--- config.mk ---
export PLATFORM = sky130hd
export DESIGN_NAME = bcd4_to_bin_converter
export DESIGN_NICKNAME = d
export VERILOG_FILES = /design/src/rtl/bcd_conv_pkg.sv /design/src/rtl/bcd_digit_adjust.sv /design/src/rtl/bcd4_to_bin_converter.sv
export SDC_FILE = /design/constraint.sdc
export NUM_CORES = 1
export LEC_CHECK = 0
export ABC_AREA = 1
export CORE_UTILIZATION = 56
export DETAILED_ROUTE_END_ITERATION = 10
export DONT_BUFFER_PORTS = 1
export PLACE_DENSITY_LB_ADDON = 0.25
export SKIP_LAST_GASP = 1
export SYNTH_ARGS = -nofsm -noshare
export SYNTH_HDL_FRONTEND = slang
export SYNTH_SLANG_ARGS = --single-unit
--- constraint.sdc ---
create_clock -name clk -period 1.7 [get_ports clk]
set_clock_uncertainty 0.2 [all_clocks]
set_input_delay 0 -clock clk [delete_from_list [all_inputs] [get_ports clk]]
set_output_delay 0 -clock clk [all_outputs]
set_load 0.005 [all_outputs]
--- src/rtl/bcd_conv_pkg.sv ---
// rtl/bcd_conv_pkg.sv - shared types and constants for the BCD-to-binary converter
// Purpose: FSM state enum and digit-level constants used by the converter and
//          its per-digit adjust cell.
package bcd_conv_pkg;

  typedef enum logic [1:0] {
    IDLE  = 2'd0,
    SHIFT = 2'd1,
    DONE  = 2'd2
  } state_t;

  localparam int         DIGIT_W    = 4;
  // After a right shift, a digit >= 8 holds a carried-in half-ten (8 instead
  // of 5); subtracting 3 restores the correct BCD weight.
  localparam logic [3:0] ADJ_THRESH = 4'd8;
  localparam logic [3:0] ADJ_VAL    = 4'd3;
  localparam logic [3:0] MAX_DIGIT  = 4'd9;

endpackage

--- src/rtl/bcd_digit_adjust.sv ---
// rtl/bcd_digit_adjust.sv - per-digit correction step of reverse double-dabble
// Purpose: combinational d_out = (d_in >= 8) ? d_in - 3 : d_in.
// Ports:
//   d_in   in  DIGIT_W  BCD digit after the work-register shift
//   d_out  out DIGIT_W  corrected digit
module bcd_digit_adjust
  import bcd_conv_pkg::*;
(
  input  logic [DIGIT_W-1:0] d_in,
  output logic [DIGIT_W-1:0] d_out
);

  assign d_out = (d_in >= ADJ_THRESH) ? (d_in - ADJ_VAL) : d_in;

endmodule

--- src/rtl/bcd4_to_bin_converter.sv ---
// rtl/bcd4_to_bin_converter.sv - sequential packed-BCD to unsigned binary converter
// Purpose: reverse double-dabble, one shift/adjust iteration per clock,
//          start/busy/done handshake, one result per accepted request.
// Optional feature: macro BCD_INPUT_CHECK_EN enables invalid-digit detection
//          (digit > 9 short-circuits to DONE with err=1 and bin_out unchanged).
// Ports:
//   clk      in   1          rising-edge clock
//   reset    in   1          synchronous active-high reset
//   start    in   1          request, sampled only in IDLE
//   bcd_in   in   4*DIGITS   packed BCD, digit0 in [3:0]
//   busy     out  1          conversion in progress
//   done     out  1          one-cycle pulse, bin_out/err valid
//   bin_out  out  BIN_W      result, held until next done
//   err      out  1          invalid-digit flag (0 unless BCD_INPUT_CHECK_EN)
module bcd4_to_bin_converter
  import bcd_conv_pkg::*;
#(
  parameter int DIGITS = 4,
  parameter int BIN_W  = 14
) (
  input  logic                        clk,
  input  logic                        reset,
  input  logic                        start,
  input  logic [DIGITS*DIGIT_W-1:0]   bcd_in,
  output logic                        busy,
  output logic                        done,
  output logic [BIN_W-1:0]            bin_out,
  output logic                        err
);

  localparam int BCD_W  = DIGITS * DIGIT_W;
  localparam int WORK_W = 2 * BCD_W;
  localparam int CNT_W  = $clog2(BCD_W + 1);
  localparam logic [CNT_W-1:0] LAST_ITER = CNT_W'(BCD_W - 1);

  state_t             state_q, state_d;
  logic [WORK_W-1:0]  work_q, work_d;
  logic [CNT_W-1:0]   cnt_q, cnt_d;
  logic [BIN_W-1:0]   bin_out_q, bin_out_d;

  // Work register layout: {bcd_part[BCD_W-1:0], bin_part[BCD_W-1:0]}.
  logic [WORK_W-1:0]  shifted;
  logic [BCD_W-1:0]   adj_bcd;
  logic [WORK_W-1:0]  iter_work;

  assign shifted = work_q >> 1;

  for (genvar g = 0; g < DIGITS; g++) begin : g_adj
    bcd_digit_adjust u_adj (
      .d_in  (shifted[BCD_W + g*DIGIT_W +: DIGIT_W]),
      .d_out (adj_bcd[g*DIGIT_W +: DIGIT_W])
    );
  end

  assign iter_work = {adj_bcd, shifted[BCD_W-1:0]};

`ifdef BCD_INPUT_CHECK_EN
  logic err_q, err_d;
  logic bad_digit;

  always_comb begin
    bad_digit = 1'b0;
    for (int i = 0; i < DIGITS; i++) begin
      if (bcd_in[i*DIGIT_W +: DIGIT_W] > MAX_DIGIT) bad_digit = 1'b1;
    end
  end

  assign err = err_q;
`else
  assign err = 1'b0;
`endif

  always_comb begin
    state_d   = state_q;
    work_d    = work_q;
    cnt_d     = cnt_q;
    bin_out_d = bin_out_q;
`ifdef BCD_INPUT_CHECK_EN
    err_d     = err_q;
`endif
    case (state_q)
      IDLE: begin
        if (start) begin
          work_d  = {bcd_in, {BCD_W{1'b0}}};
          cnt_d   = '0;
          state_d = SHIFT;
`ifdef BCD_INPUT_CHECK_EN
          if (bad_digit) begin
            state_d = DONE;
            err_d   = 1'b1;
          end
`endif
        end
      end
      SHIFT: begin
        work_d = iter_work;
        cnt_d  = cnt_q + 1'b1;
        if (cnt_q == LAST_ITER) begin
          state_d   = DONE;
          // Loaded on the final iteration so the value is visible with done.
          // Bits of bin_part above BIN_W are zero for valid input and dropped.
          bin_out_d = iter_work[BIN_W-1:0];
`ifdef BCD_INPUT_CHECK_EN
          err_d     = 1'b0;
`endif
        end
      end
      DONE:    state_d = IDLE;
      default: state_d = IDLE;
    endcase
  end

  always_ff @(posedge clk) begin
    if (reset) begin
      state_q   <= IDLE;
      work_q    <= '0;
      cnt_q     <= '0;
      bin_out_q <= '0;
`ifdef BCD_INPUT_CHECK_EN
      err_q     <= 1'b0;
`endif
    end else begin
      state_q   <= state_d;
      work_q    <= work_d;
      cnt_q     <= cnt_d;
      bin_out_q <= bin_out_d;
`ifdef BCD_INPUT_CHECK_EN
      err_q     <= err_d;
`endif
    end
  end

  assign busy    = (state_q == SHIFT);
  assign done    = (state_q == DONE);
  assign bin_out = bin_out_q;

endmodule

==> impl_metrics.yaml, run 1 <==
status:
  outcome: "finished clean"
global_route:
  grt.total_usage_pct: 24.0
  overflow: 0
  grt_use_met3_pct: 4.73
  grt_use_met1_pct: 31.5
  grt_busiest_layer: "met2"
  antenna_found_initial: 0
  first_global_vias: 1825
  grt_first_pass_wirelength_mm: 8.19
  use_met2_pct: 38.9
  grt_max_degree: 28
logic_synthesis:
  ys_seq_area_share_pct: 43.3
  netlist_instances: 341
  yosysUniqueCellTypes: 25
  synth_compound_area_share_pct: 9.64
  yosys.area.top_type: "dfxtp_1"
  syn_area_mm2: 0.00240
  synth_nets: 368
  synth_top_area_share_pct: 43.3
  synth_xor_area_share_pct: 0
  synth_edf_count: 0
  synth_top_family_by_area: "simple AND/OR/NAND/NOR gates"
  synthAdderAreaFrac_pct: 4.17
  synth-seq-cells: 52
  synth_ff_type: "dfxtp_1"
  synth.area.mux_share_pct: 0
  syn_avg_cell_area_um2: 7.04
  yosysWarnings: 0
  synth-simple-area-share_pct: 32.2
  synth.area.top_cells: "dfxtp_1, nand2_1, nand3_1, a21oi_1, inv_1"
  ys_async_sr_fraction_pct: 0
finish:
  areaGrowthSynthToFinish_pct: 17.8
  n_antenna_cell: 0
  post-route-util_pct: 69.8
  nets: 396
  drive_gt1_share_pct: 11.9
worst_setup_path:
  reg2reg_depth: 6
  r2r_slack_ns: 0.05
  cp-end-kind: "register"
  cp_max_fo: 2
  crit_family: "adder cells"
  worstSetupStartpointType: "register"
  max_stage_delay_ns: 0.37
  cp.required_ns: 1.74
  crit_buf_inv: 1
  cp.arrival_ns: 1.69
  crit_chain: "ha_4, inv_1, nor3_2, ha_2, or2_4, a21oi_2"
  r2r-start: "cnt_q[0]"
  critPathKind: "register to register"
  rr_endpoint: "cnt_q[4]"
  crit_path_top_delay_cell: "dfxtp_2"
floorplanning:
  start_util_pct: 59.2
  row_count: 23
  die_x_um: 67.5
  io_pins: 36
  die_h_um: 67.5
  dieArea_mm2: 0.00456
  design.core.area_mm2: 0.00406
sta:
  setup_viol_count_final: 0
  hold_violations: 0
  period_needed_ns: 1.65
  drv_slew: 0
  max_freq_mhz: 604
  slew_headroom_pct: 29.4
  tightest_slew_ns: 1.06
  final_min_period_over_clock_period_pct: 97.3
  finalSetupTns_ns: 0
route:
  ant_nets: 0
  vias: 2164
  routed_wl_mm: 5.55
  dr.pass1.iters: 4
  vias_per_cell: 5.15
  drc: 0
  routedWlPerCell_um: 13.2
  first_iter_violations: 134
clock_network:
  h-tree-depth: 2
  numCtsBuffers: 5
  clk_latency_ns: 0.31
  clock-sinks: 52
  root_buffer: "clkbuf_8"
  tritoncts: "built"
  clockBufferDepth: 2
  clkTransAtPathRegs_ns: 0.10
worst_hold_path:
  min_to: "work_q[31]"
  holdCritPathClass: "input pin to register"
  hold_depth: 3
  min_from: "bcd_in[15]"
flow_run:
  max-cap-violations: 0
place:
  dp_hpwl_mm: 3.28
  routabilityCongestion: 0.774
  port-buffer-count: 0
power_and_ir_drop:
  switchingPower_uw: 656
  swShare_pct: 28.0
  max-vdd-ir-drop_mv: 0.480
  intPower_uw: 1690
  power_frac_comb_pct: 14.1
  power_leakage_uw: 0.00125
  powerDensity_mw_per_mm2: 829
  seqPwrFrac_pct: 55.2
  clkPwrFrac_pct: 30.7
worst max path at each step:
stage	startpoint	end	slack, ns	cells past startpoint
after detailed placement	cnt_q[1]	bin_out[3]	-0.0002	8
after floorplan	cnt_q[0]	bin_out[10]	0.1	9
after CTS	cnt_q[1]	bin_out[7]	0.0002	8
final	cnt_q[0]	cnt_q[4]	0.05	6
after global placement	cnt_q[1]	bin_out[7]	0.08	8
after global routing	cnt_q[0]	bin_out[0]	-0.02	7
per-stage QoR:
stage,instances,instance area [um^2],total power [uW],hold slack [ns],setup slack [ns]
CTS,407,2660,2320,-0.465,0.000157
global route,420,2830,2450,0.212,-0.0200
finish,420,2830,2340,0.215,0.0454
global placement,387,2450,1570,-0.127,0.0802
detailed placement,387,2450,1580,-0.126,-0.000177
floorplan,341,2400,1530,-0.0572,0.0990
synthesized netlist by cell type, types with 2 or more instances:
cell type    n
nand2_1    114
clkbuf_1     4
a21oi_1     28
nor2_2       2
inv_2        4
nand2_2      3
buf_4        3
buf_2        3
ha_1         8
buf_6        5
dfxtp_1     52
o21ai_0     11
nand3_1     39
inv_1       29
nor2_1      26
tightest hold or removal path, stage by stage:
cell and delay [ns]:
dlygate4sd3_1 0.55, nand2_1 0.08, a21oi_1 0.05
what timing repair did:
action                                  CTS  global route
resized for setup                         1            14
hold buffers                             12             9
buffers inserted                          0             3
hold endpoints to repair                 52            26
endpoints found under the setup margin   13            27
gates cloned                              0             1
pin swaps                                 0             3
flip-flops by register name, summed over array words and instances, names as in the netlist:
register	cells
bin_out	14
cnt_q	5
state_q	2
work_q	31
area by class of cell:
cell class                 count  area, um^2
tap                           50        62.6
multi-input combinational    239        1150
timing repair inverter         1        6.26
fill                         321        1230
sequential                    52        1040
clock inverter                 3        21.3
inverter                      33         129
clock buffer                   5        68.8
timing repair buffer          37         345
cell usage in the layout, fill, tap and decap left out, drive strengths merged, types with 2 or more instances in the layout:
| cell type | netlist | final |
|---|---|---|
| nand2 | 117 | 117 |
| clkbuf | 4 | 5 |
| dfxtp | 52 | 52 |
| inv | 33 | 34 |
| dlygate4sd3 | 0 | 20 |
| buf | 13 | 16 |
| nand3 | 39 | 39 |
| o21ai | 13 | 13 |
| a21oi | 28 | 28 |
| clkinv | 0 | 2 |
| ha | 8 | 8 |
| nor2 | 29 | 29 |
power groups by stage:
stage               clock (uW)  combinational (uW)  sequential, uW
floorplan                    0                 220            1310
global placement             0                 255            1320
detailed placement           0                 260            1320
CTS                        741                 288            1290
global route               781                 370            1300
finish                     720                 331            1290
cell families after synthesis:
logic type,after synthesis
flip-flops,52
other,1
adder cells (fa/ha/maj),8
buffers and inverters,50
AO/OA/AOI/OAI,43
AND/OR/NAND/NOR,187
metal layers:
layer  up-vias  part of all wire (%)  wire [um]
li1       1118                     -          -
met3         7                   5.3        297
met1       969                    44       2460
met5         -                     0          0
met4         0                   1.3         72
met2        70                    49       2720
Note: power is estimated with default switching activity, not from simulation.
==> run 2, diff against run 1 <==
Clock period 1.7 ns to 1.4 ns, I/O delays scaled along.
==> run 2 against run 1 <==
The flow now finishes with violations (negative hold slack, negative setup slack). Sequential cell count stayed put. Highest routed layer unchanged. Final cell count is 1.7% higher. Combinational power is 36% higher. Cell area is 7.5% higher. Hold slack worse by 0.47 ns.
==> impl_metrics.yaml, run 2 (synthesis gave the netlist of run 1 again) <==
status:
  outcome: "complete, but fails checks"
  violations: "negative hold slack, negative setup slack"
finish:
  n_antenna_cell: 0
  nets: 403
  fin_area_mm2: 0.00304
  regMostFlops: "work_q"
  final_common_cell: "nand2_1"
  areaGrowthSynthToFinish_pct: 26.6
  fillers: 300
  drive_gt1_share_pct: 22.5
  final_cell_mix: "nand2_1, dfxtp_1, nand3_1"
  largest_register_ffs: 31
power_and_ir_drop:
  powerDensity_mw_per_mm2: 945
  p_total_uw: 2870
  max-vdd-ir-drop_mv: 0.757
  power_leakage_uw: 0.00133
worst_setup_path:
  rr_endpoint: "bin_out[9]"
  r2r_slack_ns: -0.11
  cp-end-kind: "register"
  crit_chain: "ha_4, inv_2, nor3_4, ha_4, nand3_4, inv_6, nand2_1, nand2_1"
  cp.required_ns: 1.46
  r2r-start: "cnt_q[0]"
  cp.arrival_ns: 1.57
  crit_path_top_delay_cell: "dfxtp_2"
  worstSetupStartpointType: "register"
  cp_max_fo: 7
  critPathKind: "register to register"
  reg2reg_depth: 8
  max_stage_delay_ns: 0.36
  crit_path_end: "bin_out[9]"
  crit_path_start: "cnt_q[0]"
sta:
  hold-worst-slack_ns: -0.256
  period_needed_ns: 1.51
  setup_viol_count_final: 19
  drv_slew: 0
  hold_violations: 38
  layout_setup_ws_ns: -0.111
  max_freq_mhz: 662
  rsz0062_at_grt: "yes"
  final_min_period_over_clock_period_pct: 108
global_route:
  grt_max_degree: 28
  grt.total_usage_pct: 24.2
  antenna_found_initial: 0
  grt_first_pass_wirelength_mm: 8.14
  first_global_vias: 1894
  overflow: 0
clock_network:
  clkTransAtPathRegs_ns: 0.10
  h-tree-depth: 2
  numCtsBuffers: 5
  root_buffer: "clkbuf_8"
  tritoncts: "built"
  clockBufferDepth: 2
  clk_latency_ns: 0.31
  clock-sinks: 52
worst_hold_path:
  holdCritPathClass: "input pin to register"
floorplanning:
  die_h_um: 67.5
  io_pins: 36
  die_x_um: 67.5
  design.core.area_mm2: 0.00406
  start_util_pct: 59.2
  row_count: 23
  dieArea_mm2: 0.00456
place:
  routabilityCongestion: 0.865
  pre_cts_ws_ns: -0.228
  dp_hpwl_mm: 3.19
  place_area_mm2: 0.00256
  port-buffer-count: 0
route:
  vias: 2230
  vias_per_cell: 5.22
  drc: 0
  first_iter_violations: 109
  ant_nets: 0
  dr.pass1.iters: 4
  routedWlPerCell_um: 13.0
  routed_wl_mm: 5.56
flow_run:
  max-cap-violations: 0
-- run 2: changes by cell type in the layout (fill, tap and decap cells not counted), moves of 5 or more --
cell,before,now
nand2_1,114,104
nand3_1,38,30
nand2_2,2,10
nand3_2,0,8
dfxtp_1,50,44
dfxtp_2,2,7
buf_6,0,6
dlygate4sd3_1,20,14
-- run 2: what timing repair did --
| action | CTS | global route |
|---|---|---|
| buffers inserted | 4 | 2 |
| endpoints found under the hold margin | 52 | 46 |
| gates resized for setup | 8 | 35 |
| endpoints found under the setup margin | 49 | 45 |
| hold buffers | 4 | 12 |
| pin swaps | 4 | 12 |
| gates cloned | 1 | 2 |
-- run 2: layout make-up --
| type | instances | area (um^2) | share of cell area, % |
|---|---|---|---|
| clock buffers | 6 | 72.6 | 2.39 |
| well taps | 50 | 62.6 | 2.06 |
| clock inverters | 2 | 16.3 | 0.535 |
| flip-flops and latches | 52 | 1050 | 34.6 |
| repair buffers | 42 | 418 | 13.7 |
| multi-input cells | 241 | 1280 | 42.1 |
| inverters | 33 | 129 | 4.24 |
| repair inverters | 1 | 8.76 | 0.288 |
-- run 2: metal layers --
layer | wire [um] | GRT usage [%] | part of all wire, %
met5 | 0 | 0 | 0
met4 | 121 | 10.6 | 2.2
met3 | 240 | 6.08 | 4.3
met2 | 2650 | 41.7 | 48
met1 | 2540 | 28.0 | 46
-- run 2: how the worst min path moves through the flow --
stage,start,end,cells after the start
final,start,work_q[28],4
after global routing,start,work_q[28],4
after CTS,reset,cnt_q[4],1
after detailed placement,reset,cnt_q[1],1
after global placement,reset,cnt_q[1],1
after floorplan,bcd_in[15],work_q[31],2
-- run 2: power breakdown --
part	internal, uW	switching [uW]	leakage, uW
logic	208	242	0.000864
clock network	356	494	0.0000414
registers	1530	48.4	0.000426
total	2090	784	0.00133
-- run 2: stage by stage --
stage                     TNS, ns  instances  util (%)
final                       -1.56        427      75.0
after global routing        -3.36        427      75.0
after CTS                   -2.27        411      68.0
after detailed placement    -5.09        394      63.2
after global placement      -3.64        394      63.2
after floorplan             -1.19        341         -
-- run 2: critical path, delay by kind of cell, from the launching register on --
kind | cells | cell delay, ns
simple gates | 4 | 0.39
flops | 1 | 0.36
fa+ha+maj | 2 | 0.34
buf+inv | 2 | 0.17
